<file path="src/rtl/fifo_pkg.sv">
// Shared definitions for the FIFO read-side packer: byte width, packer state
// encoding and the byte-keep mask helper.
package fifo_pkg;

  localparam int BYTE_W  = 8;
  localparam int MAX_BPW = 8;

  typedef enum logic [1:0] {
    RUN,
    DRAIN,
    EMIT
  } rdpk_state_t;

  // Mask with the low `lanes` bits set; lanes == MAX_BPW gives all ones.
  function automatic logic [MAX_BPW-1:0] keep_mask(input int unsigned lanes);
    logic [MAX_BPW:0] one_hot;
    one_hot = (MAX_BPW + 1)'(1) << lanes;
    return MAX_BPW'(one_hot - 1'b1);
  endfunction

endpackage

</file>
<file path="src/rtl/fifo_rd_out_queue.sv">
// Two-entry valid/ready output queue for the read-side packer; entry 0 is
// always the head, and occupancy is exported for slot reservation.
module fifo_rd_out_queue #(
  parameter int W = 8
) (
  input  logic         rd_clk,
  input  logic         rst_n,
  input  logic         push,
  input  logic [W-1:0] push_data,
  input  logic         ready,
  output logic         valid,
  output logic [W-1:0] data,
  output logic [1:0]   occ
);

  logic [W-1:0] ent0;
  logic [W-1:0] ent1;
  logic         pop;
  logic         do_push;

  assign valid   = (occ != 2'd0);
  assign pop     = valid && ready;
  assign do_push = push && ((occ != 2'd2) || pop);
  assign data    = valid ? ent0 : '0;

  // NOTE: both entries are reset so a drained queue presents zeros, not stale words.
  always_ff @(posedge rd_clk or negedge rst_n) begin
    if (!rst_n) begin
      occ  <= 2'd0;
      ent0 <= '0;
      ent1 <= '0;
    end else begin
      // NOTE: non-blocking assignments keep every register sampling pre-edge values.
      unique case ({do_push, pop})
        2'b10: begin
          if (occ == 2'd0) ent0 <= push_data;
          else             ent1 <= push_data;
          occ <= occ + 2'd1;
        end
        2'b01: begin
          ent0 <= ent1;
          occ  <= occ - 2'd1;
        end
        2'b11: begin
          if (occ == 2'd1) begin
            ent0 <= push_data;
          end else begin
            ent0 <= ent1;
            ent1 <= push_data;
          end
        end
        default: ;
      endcase
    end
  end

endmodule

</file>
<file path="src/rtl/fifo_rd_packer.sv">
// Packs the FIFO read byte stream into little-endian words with keep/last.
// Optional FIFO_RD_PACKER_STATS_EN adds a 16-bit accepted-word counter.
module fifo_rd_packer
  import fifo_pkg::*;
#(
  parameter  int BYTES_PER_WORD = 4,
  localparam int DATA_W         = BYTE_W * BYTES_PER_WORD
) (
  input  logic                      rd_clk,
  input  logic                      rst_n,
  output logic                      fifo_rd,
  input  logic [BYTE_W-1:0]         fifo_rdata,
  input  logic                      fifo_valid,
  input  logic                      fifo_empty,
  input  logic                      fifo_underflow,
  input  logic                      flush,
  output logic                      m_valid,
  input  logic                      m_ready,
  output logic [DATA_W-1:0]         m_data,
  output logic [BYTES_PER_WORD-1:0] m_keep,
  output logic                      m_last,
`ifdef FIFO_RD_PACKER_STATS_EN
  output logic [15:0]               word_cnt,
`endif
  output logic                      err
);

  localparam int             LW        = $clog2(BYTES_PER_WORD);
  localparam logic [LW-1:0]  LAST_LANE = LW'(BYTES_PER_WORD - 1);
  localparam int             QW        = DATA_W + BYTES_PER_WORD + 1;

  rdpk_state_t               state;
  rdpk_state_t               state_nxt;
  logic [LW-1:0]             iss_lane;
  logic [LW-1:0]             cap_lane;
  logic                      rd_q;
  logic                      cmp_q;
  logic [1:0]                occ;
  logic [1:0]                resv;
  logic [DATA_W-1:0]         shreg;
  logic [DATA_W-1:0]         shreg_upd;
  logic [DATA_W-1:0]         part_data;
  logic [BYTES_PER_WORD-1:0] part_keep;
  logic                      cap_push;
  logic                      emit_push;
  logic [QW-1:0]             q_push_data;
  logic [QW-1:0]             q_data;

  // A completing read is only issued if its word already owns a queue slot.
  assign resv    = occ + {1'b0, cmp_q};
  assign fifo_rd = rst_n && !fifo_empty && (state == RUN) &&
                   ((iss_lane != LAST_LANE) || (resv < 2'd2));

  assign cap_push  = fifo_valid && (cap_lane == LAST_LANE);
  assign emit_push = (state == EMIT) && (occ != 2'd2);
  assign part_keep = BYTES_PER_WORD'(keep_mask(32'(cap_lane)));

  always_comb begin
    // NOTE: every combinational output gets a default first so no path infers a latch.
    shreg_upd = shreg;
    part_data = '0;
    if (fifo_valid) shreg_upd[cap_lane*BYTE_W +: BYTE_W] = fifo_rdata;
    for (int i = 0; i < BYTES_PER_WORD; i++) begin
      if (part_keep[i]) part_data[i*BYTE_W +: BYTE_W] = shreg[i*BYTE_W +: BYTE_W];
    end
  end

  assign q_push_data = emit_push ? {1'b1, part_keep, part_data}
                                 : {1'b0, {BYTES_PER_WORD{1'b1}}, shreg_upd};

  always_comb begin
    state_nxt = state;
    unique case (state)
      RUN:     if (flush) state_nxt = DRAIN;
      DRAIN:   if (!rd_q) state_nxt = (cap_lane == '0) ? RUN : EMIT;
      EMIT:    if (occ != 2'd2) state_nxt = RUN;
      default: state_nxt = RUN;
    endcase
  end

  always_ff @(posedge rd_clk or negedge rst_n) begin
    if (!rst_n) begin
      state    <= RUN;
      iss_lane <= '0;
      cap_lane <= '0;
      rd_q     <= 1'b0;
      cmp_q    <= 1'b0;
      shreg    <= '0;
      err      <= 1'b0;
    end else begin
      state <= state_nxt;
      rd_q  <= fifo_rd;
      cmp_q <= fifo_rd && (iss_lane == LAST_LANE);
      shreg <= shreg_upd;
      if (fifo_underflow || (fifo_valid && !rd_q)) err <= 1'b1;

      if (emit_push) begin
        iss_lane <= '0;
        cap_lane <= '0;
      end else begin
        if (fifo_rd)
          iss_lane <= (iss_lane == LAST_LANE) ? '0 : iss_lane + LW'(1);
        if (fifo_valid)
          cap_lane <= (cap_lane == LAST_LANE) ? '0 : cap_lane + LW'(1);
      end
    end
  end

  fifo_rd_out_queue #(
    .W (QW)
  ) u_out_queue (
    .rd_clk    (rd_clk),
    .rst_n     (rst_n),
    .push      (cap_push || emit_push),
    .push_data (q_push_data),
    .ready     (m_ready),
    .valid     (m_valid),
    .data      (q_data),
    .occ       (occ)
  );

  assign m_last = q_data[QW-1];
  assign m_keep = q_data[QW-2 -: BYTES_PER_WORD];
  assign m_data = q_data[DATA_W-1:0];

`ifdef FIFO_RD_PACKER_STATS_EN
  always_ff @(posedge rd_clk or negedge rst_n) begin
    if (!rst_n)                 word_cnt <= 16'd0;
    else if (m_valid && m_ready) word_cnt <= word_cnt + 16'd1;
  end
`endif

endmodule

</file>
<file path="config.mk">
export PLATFORM = sky130hd
export DESIGN_NAME = fifo_rd_packer
export DESIGN_NICKNAME = d
export VERILOG_FILES = /design/src/rtl/fifo_pkg.sv /design/src/rtl/fifo_rd_out_queue.sv /design/src/rtl/fifo_rd_packer.sv
export SDC_FILE = /design/constraint.sdc
export NUM_CORES = 1
export LEC_CHECK = 0
export CAP_MARGIN = 20
export CORE_MARGIN = 4
export CORE_UTILIZATION = 57
export DETAILED_ROUTE_END_ITERATION = 8
export PLACE_DENSITY = 0.87
export RECOVER_POWER = 25
export SYNTH_ARGS = -nofsm -noshare
export SYNTH_HDL_FRONTEND = slang
export SYNTH_SLANG_ARGS = --single-unit
</file>
<file path="constraint.sdc">
create_clock -name rd_clk -period 3.4 [get_ports rd_clk]
set_input_delay 0.34 -clock rd_clk [delete_from_list [all_inputs] [get_ports rd_clk]]
set_output_delay 0.34 -clock rd_clk [all_outputs]
set_load 0.03 [all_outputs]
</file>
# == Word level (Yosys, flattened, before mapping) ==
# Index checks and enable logic that the tools add are counted.
# classes
n_mux,26
n_eq_ne,16
reduce_logical,27
addsub,7
magnitude_cmp,1
n_shift,3
# op_table
operator,count
two-way mux 37 bit,6
case mux 37 bit (3 select lines),1
case mux 37 bit (2 select lines),1
negator 5 -> 34 bit,1
variable shift 8 x 34 -> 32 bit (first input constant),1
indexed part select 8 x 34 -> 32 bit,1
bitwise mux 32 bit,1
two-way mux 32 bit,1
two-way mux 8 bit,4
two-way mux 2 bit,10
!= test 2 bit (second input constant),6
equality test 2 bit (second input constant),5
nonzero test 2 bit,5
logical AND 1 bit,9
adder 2 x 1 -> 2 bit (second input constant),3
equality test 2 x 1 -> 1 bit (second input constant),3
logical NOT 2 bit,3
case mux 2 bit (3 select lines),1
AND reduction 3 bit,2
logical OR 1 bit,4
!= test 2 x 1 -> 1 bit (second input constant),2
case mux 2 bit (2 select lines),1
left shift 1 x 2 -> 4 bit (first input constant),1
subtractor 4 x 1 -> 4 bit (second input constant),1
6 further kinds,7
# totals
input_bits,15
ff_bits,117
wordCells,90
out_inout_bits,40

# == Logic depth before layout (Yosys ltp) ==
# logic_depth
ltp_word,7
depth_mapped,14
ltp_nobuf,11

# == Cells and area by module ==
# From an unflattened synthesis, not the netlist that was laid out.
# unflattened
hier_cells,544
area_unflattened_um2,5993.2
# by_module_without_submodules
mod,cells_each,area_per_inst_um2,instances,seq_area_each_um2
fifo_rd_out_queue,354,3831.2,1,1901.8
fifo_rd_packer,190,2162.1,1,1026.0

# == Least setup slack after synthesis ==
# OpenSTA, ideal clock, no wires.
# synth_path
path_type,register to register
from,register cap_lane[0]
to,register u_out_queue.ent1[34]
path_stages_with_launch,10
setup_time_ns,0.153
n_path_buf,1
arrival_ns,2.298
setup_slack_ns,0.949
period_less_slack_ns,2.451
required_ns,3.247
path_cell_list,dfrtp_1 ha_1 and2_1 o21ai_0 inv_1 ha_1 nor2b_1 o21ai_1 clkbuf_1 o21ai_0
# synth_between
elab_chain_cells,7
word_cells_on_any_way,16
classes_between,add/sub: 1; eq/ne: 5; shift: 1; mux: 4; reduce/logical: 5
# synth_lines
element,line_no,source
"start, declared",fifo_rd_packer.sv:35,logic [LW-1:0] cap_lane;
"start signal, assigned",fifo_rd_packer.sv:104,cap_lane <= (cap_lane == LAST_LANE) ? '0 : cap_lane + LW'(1);
branches (longest 7 deep; another with subtractor 4 x 1 -> 4 bit),--,
"end signal, assigned",fifo_rd_out_queue.sv:37,else ent1 <= push_data;
"end signal, assigned",fifo_rd_out_queue.sv:49,ent1 <= push_data;
"end, declared",fifo_rd_out_queue.sv:17,logic [W-1:0] ent1;
# Parallel ways; which one is timed is not known. The select of a mux whose other input is x is not followed.
# A chain may end at the register's enable or synchronous reset.

# == Worst setup path after layout ==
# layout_path
from,register cap_lane[0]
to,register u_out_queue.ent1[3]
# layout_between
elab_chain_cells,7
word_cells_on_any_way,22
classes_between,add/sub: 2; eq/ne: 5; shift: 3; mux: 7; reduce/logical: 5
# layout_lines
element,line_no,source
negator 5 -> 34 bit / equality test 2 bit (equally long branches),"fifo_rd_packer.sv:62, fifo_rd_packer.sv:54",
"indexed part select 8 x 34 -> 32 bit, or another cell as far along",fifo_rd_packer.sv:62,if (fifo_valid) shreg_upd[cap_lane*BYTE_W +: BYTE_W] = fifo_rdata;
bitwise mux 32 bit / logical OR 1 bit (equally long branches),"fifo_rd_packer.sv:62, fifo_rd_packer.sv:114",
two-way mux 32 bit / logical AND 1 bit (equally long branches),"fifo_rd_packer.sv:62, fifo_rd_out_queue.sv:23",
two-way mux 37 bit / equality test 2 bit (equally long branches),"fifo_rd_packer.sv:68, fifo_rd_out_queue.sv:34",
"two-way mux 37 bit, or another cell as far along",fifo_rd_out_queue.sv:45,if (occ == 2'd1) begin
case mux 37 bit (2 select lines) / AND reduction 3 bit (equally long branches),--,
# Parallel ways exist; a longest one is shown, timed or not. The select of a mux whose other input is x is not followed.

==> report_table.html <==
<table>
<tr><th>Metric</th><th>Value</th></tr>
<tr><th colspan="2">Timing</th></tr>
<tr><td>Setup repair after global routing missed its margin</td><td>false</td></tr>
<tr><td>Final number of hold-violating endpoints</td><td>0</td></tr>
<tr><td>Worst-margin pin slew</td><td>1.30 ns</td></tr>
<tr><td>Total setup violations reported at the end of the flow</td><td>0</td></tr>
<tr><td>Number of max-slew violations in the final report</td><td>0</td></tr>
<tr><td>Final Cycle Share</td><td>0.893</td></tr>
<tr><td>Fin Setup TNS</td><td>0 ns</td></tr>
<tr><td>Remaining max-slew budget at the tightest pin</td><td>0.133</td></tr>
<tr><td>Highest Clock Rate</td><td>0.329 GHz</td></tr>
<tr><td>Worst hold margin</td><td>0.441 ns</td></tr>
<tr><td>Minimum clock period</td><td>3.04 ns</td></tr>
<tr><td>Clock Skew</td><td>0.00469 ns</td></tr>
<tr><th colspan="2">Power</th></tr>
<tr><td>Sum of internal, switching and leakage power</td><td>0.00647 W</td></tr>
<tr><td>Total power density per cell area</td><td>957 mW/mm²</td></tr>
<tr><td>Peak ir drop on the vdd network</td><td>0.550 mV</td></tr>
<tr><td>Leakage power summed over all cells</td><td>2.84 nW</td></tr>
<tr><th colspan="2">Final layout</th></tr>
<tr><td>Layout cell share with drive strength beyond 1</td><td>0.105</td></tr>
<tr><td>Area delta synth-&gt;final</td><td>21.8%</td></tr>
<tr><td>Fin area</td><td>0.00676 mm²</td></tr>
<tr><td>Number of nets in the layout</td><td>597</td></tr>
<tr><td>Filler cell count in the final layout</td><td>about 650</td></tr>
<tr><td>Diodes inserted</td><td>0</td></tr>
<tr><th colspan="2">Detailed routing</th></tr>
<tr><td>Wire length per cell</td><td>20.0 µm</td></tr>
<tr><td>Via count normalized by instance count</td><td>6.38</td></tr>
<tr><td>Violation count after the first detailed-route iteration</td><td>358</td></tr>
<tr><td>Via count</td><td>4530</td></tr>
<tr><td>Length of the first detailed-routing pass in iterations</td><td>5</td></tr>
<tr><td>Count of nets left with antenna violations after detail routing</td><td>0</td></tr>
<tr><td>WL final</td><td>14200 µm</td></tr>
<tr><td>DRC</td><td>0</td></tr>
<tr><th colspan="2">CTS</th></tr>
<tr><td>Number of buffers created by CTS</td><td>17</td></tr>
<tr><td>Maximum buffer depth of the clock tree</td><td>2</td></tr>
<tr><td>Clk slew on worst S/H paths</td><td>0.06 ns</td></tr>
<tr><td>Number of instances resized during post-cts repair</td><td>0</td></tr>
<tr><td>CTS sink count</td><td>117</td></tr>
<tr><td>Post CTS Setup Buffer Count</td><td>0</td></tr>
<tr><td>TritonCTS clock tree</td><td>built</td></tr>
<tr><td>CTS Hold Bufs</td><td>1</td></tr>
<tr><td>Clock latency at the later pin of the worst-skew pair</td><td>a little over 0.5 ns</td></tr>
<tr><td>Maximum level of the CTS H-tree</td><td>4</td></tr>
<tr><td>CTS root buf</td><td>sky130_fd_sc_hd__clkbuf_8</td></tr>
<tr><th colspan="2">Setup path</th></tr>
<tr><td>Critical path arrival</td><td>3.45 ns</td></tr>
<tr><td>Data required time of the worst path</td><td>3.81 ns</td></tr>
<tr><td>Type of destination of the critical path</td><td>flip-flop</td></tr>
<tr><td>Element type at the critical path start</td><td>flip-flop</td></tr>
<tr><td>Highest net fanout along the worst path</td><td>40</td></tr>
<tr><td>Crit Path Category</td><td>flip-flop to flip-flop</td></tr>
<tr><td>Reg2Reg Setup Slack</td><td>0.36 ns</td></tr>
<tr><th colspan="2">Yosys</th></tr>
<tr><td>Total of flip-flops plus latches after synthesis</td><td>117</td></tr>
<tr><td>Count of flip-flops with a built-in enable after synthesis</td><td>0</td></tr>
<tr><td>Sequential fraction of the synthesis area</td><td>0.527</td></tr>
<tr><td>Unique cell type count in the Yosys netlist</td><td>42</td></tr>
<tr><td>Most used flip-flop cell after synthesis</td><td>sky130_fd_sc_hd__dfrtp_1</td></tr>
<tr><td>Synthesized instance count</td><td>around 520</td></tr>
<tr><td>Count of yosys warnings during synthesis</td><td>0</td></tr>
<tr><td>Most area-consuming cells after synthesis</td><td>sky130_fd_sc_hd__dfrtp_1, sky130_fd_sc_hd__a32oi_1, sky130_fd_sc_hd__a22o_1, sky130_fd_sc_hd__nor2b_1, sky130_fd_sc_hd__nand2_1</td></tr>
<tr><td>Proportion of synthesized flip-flops having asynchronous set or reset</td><td>1.00</td></tr>
<tr><td>Post-synthesis cell area</td><td>around 0.0056 mm²</td></tr>
<tr><td>Post-Syn Nets</td><td>between 500 and 600</td></tr>
<tr><td>Share of the synthesized area in the top cell type</td><td>0.527</td></tr>
<tr><td>Synthesized area divided by synthesized cell count</td><td>10.7 µm²</td></tr>
<tr><td>Area leader, netlist</td><td>sky130_fd_sc_hd__dfrtp_1</td></tr>
<tr><th colspan="2">Run status</th></tr>
<tr><td>Result of the run</td><td>finished clean</td></tr>
<tr><th colspan="2">Global routing</th></tr>
<tr><td>Overall Global Routing Usage</td><td>0.261</td></tr>
<tr><td>GR Overflow Total</td><td>0</td></tr>
<tr><td>Met2 Use GR</td><td>0.431</td></tr>
<tr><td>First-pass GRT wire length</td><td>23200 µm</td></tr>
<tr><td>Grt met1 use</td><td>0.333</td></tr>
<tr><td>Number of antenna violations at the first check in global routing</td><td>0</td></tr>
<tr><td>Via count of the first global-routing pass</td><td>4543</td></tr>
<tr><td>Met3 track utilization from global routing</td><td>0.0620</td></tr>
<tr><td>Most used routing layer in global routing</td><td>met2</td></tr>
<tr><td>Pin count of the biggest net entering global routing</td><td>68</td></tr>
<tr><th colspan="2">Placed design</th></tr>
<tr><td>Placed cell area</td><td>0.00620 mm²</td></tr>
<tr><td>Number of buffer cells added on primary ports</td><td>54</td></tr>
<tr><td>Last weighted congestion value of the routability-driven placer</td><td>slightly above 0.8</td></tr>
<tr><td>DP HPWL</td><td>8700 µm</td></tr>
<tr><th colspan="2">Min path</th></tr>
<tr><td>Class of the tightest hold or removal check</td><td>input port to flip-flop</td></tr>
<tr><th colspan="2">Die</th></tr>
<tr><td>IO Count</td><td>55</td></tr>
<tr><td>Area of the die</td><td>0.0114 mm²</td></tr>
<tr><td>Starting density of the core</td><td>0.592</td></tr>
<tr><td>Die boundary width</td><td>107 µm</td></tr>
<tr><td>Total number of placement rows</td><td>35</td></tr>
<tr><td>Placeable core region</td><td>0.00937 mm²</td></tr>
<tr><td>Vertical die dimension</td><td>~110 µm</td></tr>
<tr><th colspan="2">Job</th></tr>
<tr><td>Number of maximum-capacitance constraint violations</td><td>0</td></tr>
</table>
worst max-delay path, cell delays in order, from the launching register on:
cell and delay (ns):
sky130_fd_sc_hd__dfrtp_1 0.48, sky130_fd_sc_hd__ha_1 0.31, sky130_fd_sc_hd__and2_1 0.23, sky130_fd_sc_hd__o21ai_0 0.30
sky130_fd_sc_hd__inv_1 0.11, sky130_fd_sc_hd__ha_1 0.21, sky130_fd_sc_hd__nor2b_1 0.16, sky130_fd_sc_hd__o21ai_4 0.66
sky130_fd_sc_hd__buf_12 0.27, sky130_fd_sc_hd__nand2_1 0.10, sky130_fd_sc_hd__o21ai_0 0.10
area by class of cell:
type | count | area, µm² | area share
clock buffer | 19 | 432 | 0.0639
clock inverter | 13 | 156 | 0.0231
inverter | 10 | 37.5 | 0.00555
multi-input combinational | 353 | 2400 | 0.355
sequential | 117 | 2930 | 0.433
tap | 129 | 161 | 0.0239
timing repair buffer | 69 | 648 | 0.0959
path summary, 6_finish.rpt:
| path | start | endpoint | depth (start not counted) |
|---|---|---|---|
| setup / recovery | cap_lane[0] | u_out_queue.ent1[3] | 10 |
| hold / removal | flush | state[0] | 3 |
| setup reg to reg | cap_lane[0] | u_out_queue.ent1[3] | 10 |
| hold reg to reg | u_out_queue.ent1[21] | u_out_queue.ent1[21] | 2 |
| max in group asynchronous | rst_n | u_out_queue.ent1[35] | 4 |
| min in group asynchronous | rst_n | iss_lane[0] | 3 |
stage by stage:
step	worst slack, ns	util	instances
floorplan	0.949	-	521
global placement	0.580	0.661	677
detailed placement	0.490	0.661	677
CTS	0.373	0.725	710
global route	0.198	0.721	710
finish	0.365	0.721	710
state kept, by name, indices dropped and copies added (netlist names):
name,cells
state,2
shreg,32
cmp_q,1
u_out_queue.ent1,37
err,1
u_out_queue.ent0,37
cap_lane,2
u_out_queue.occ,2
iss_lane,2
rd_q,1
metal layers:
layer	share of wire	vias to the layer above
met5	0	-
met4	0.029	0
met3	0.071	41
met2	0.50	242
met1	0.39	2230
li1	-	2017
Yosys cell counts (2+ instances only):
cell type                     n
sky130_fd_sc_hd__mux2i_1      4
sky130_fd_sc_hd__xnor2_1      5
sky130_fd_sc_hd__inv_1       10
sky130_fd_sc_hd__o2bb2ai_1    3
sky130_fd_sc_hd__mux2_2       5
sky130_fd_sc_hd__nor2_1       5
sky130_fd_sc_hd__nand3_1     18
sky130_fd_sc_hd__a32oi_1     38
sky130_fd_sc_hd__nand2_1     67
sky130_fd_sc_hd__o21ai_0     36
sky130_fd_sc_hd__o21a_1       2
sky130_fd_sc_hd__buf_6        2
sky130_fd_sc_hd__a22oi_1      8
sky130_fd_sc_hd__buf_2       10
sky130_fd_sc_hd__dfrtp_1    117
sky130_fd_sc_hd__a41oi_1      2
sky130_fd_sc_hd__nor4b_1      2
sky130_fd_sc_hd__nand2_2      2
sky130_fd_sc_hd__clkbuf_1    27
sky130_fd_sc_hd__a22o_1      34
sky130_fd_sc_hd__a31oi_4      2
sky130_fd_sc_hd__nand4_1      2
sky130_fd_sc_hd__ha_1        14
sky130_fd_sc_hd__o21ai_1     22
sky130_fd_sc_hd__and2_1       3
sky130_fd_sc_hd__nor2b_1     42
sky130_fd_sc_hd__nor3_2       3
sky130_fd_sc_hd__buf_4        2
sky130_fd_sc_hd__nor3_1       4
sky130_fd_sc_hd__nand2b_1     2
sky130_fd_sc_hd__o211ai_1    17
cells by family (layout without fill, tap and decap cells):
family,after synthesis,after routing,share of synthesized area
and+or+nand+nor,156,156,0.149
AOI/OAI and AO/OA,167,167,0.222
buffers and inverters,51,111,0.0408
adders and majority gates,14,14,0.0316
xor gates and xnor gates,6,6,0.00947
DFF,117,117,0.527
muxes,10,10,0.0198
power breakdown:
group	total, W	internal [W]	switching (W)
Clock	0.00176	0.00113	0.000628
Combinational	0.00253	0.000976	0.00156
Sequential	0.00218	0.00186	0.000321
cells in the final DEF, fill, tap and decap left out, types with 8 or more instances in the layout:
cell type                         count
sky130_fd_sc_hd__a22o_1              34
sky130_fd_sc_hd__a22oi_1              8
sky130_fd_sc_hd__a32oi_1             38
sky130_fd_sc_hd__buf_4                9
sky130_fd_sc_hd__clkbuf_16           16
sky130_fd_sc_hd__clkdlybuf4s50_1     52
sky130_fd_sc_hd__dfrtp_1            117
sky130_fd_sc_hd__ha_1                14
sky130_fd_sc_hd__inv_1               10
sky130_fd_sc_hd__nand2_1             67
sky130_fd_sc_hd__nand3_1             18
sky130_fd_sc_hd__nor2b_1             42
sky130_fd_sc_hd__o211ai_1            17
sky130_fd_sc_hd__o21ai_0             36
sky130_fd_sc_hd__o21ai_1             19
Note: power is estimated with default switching activity, not from simulation.
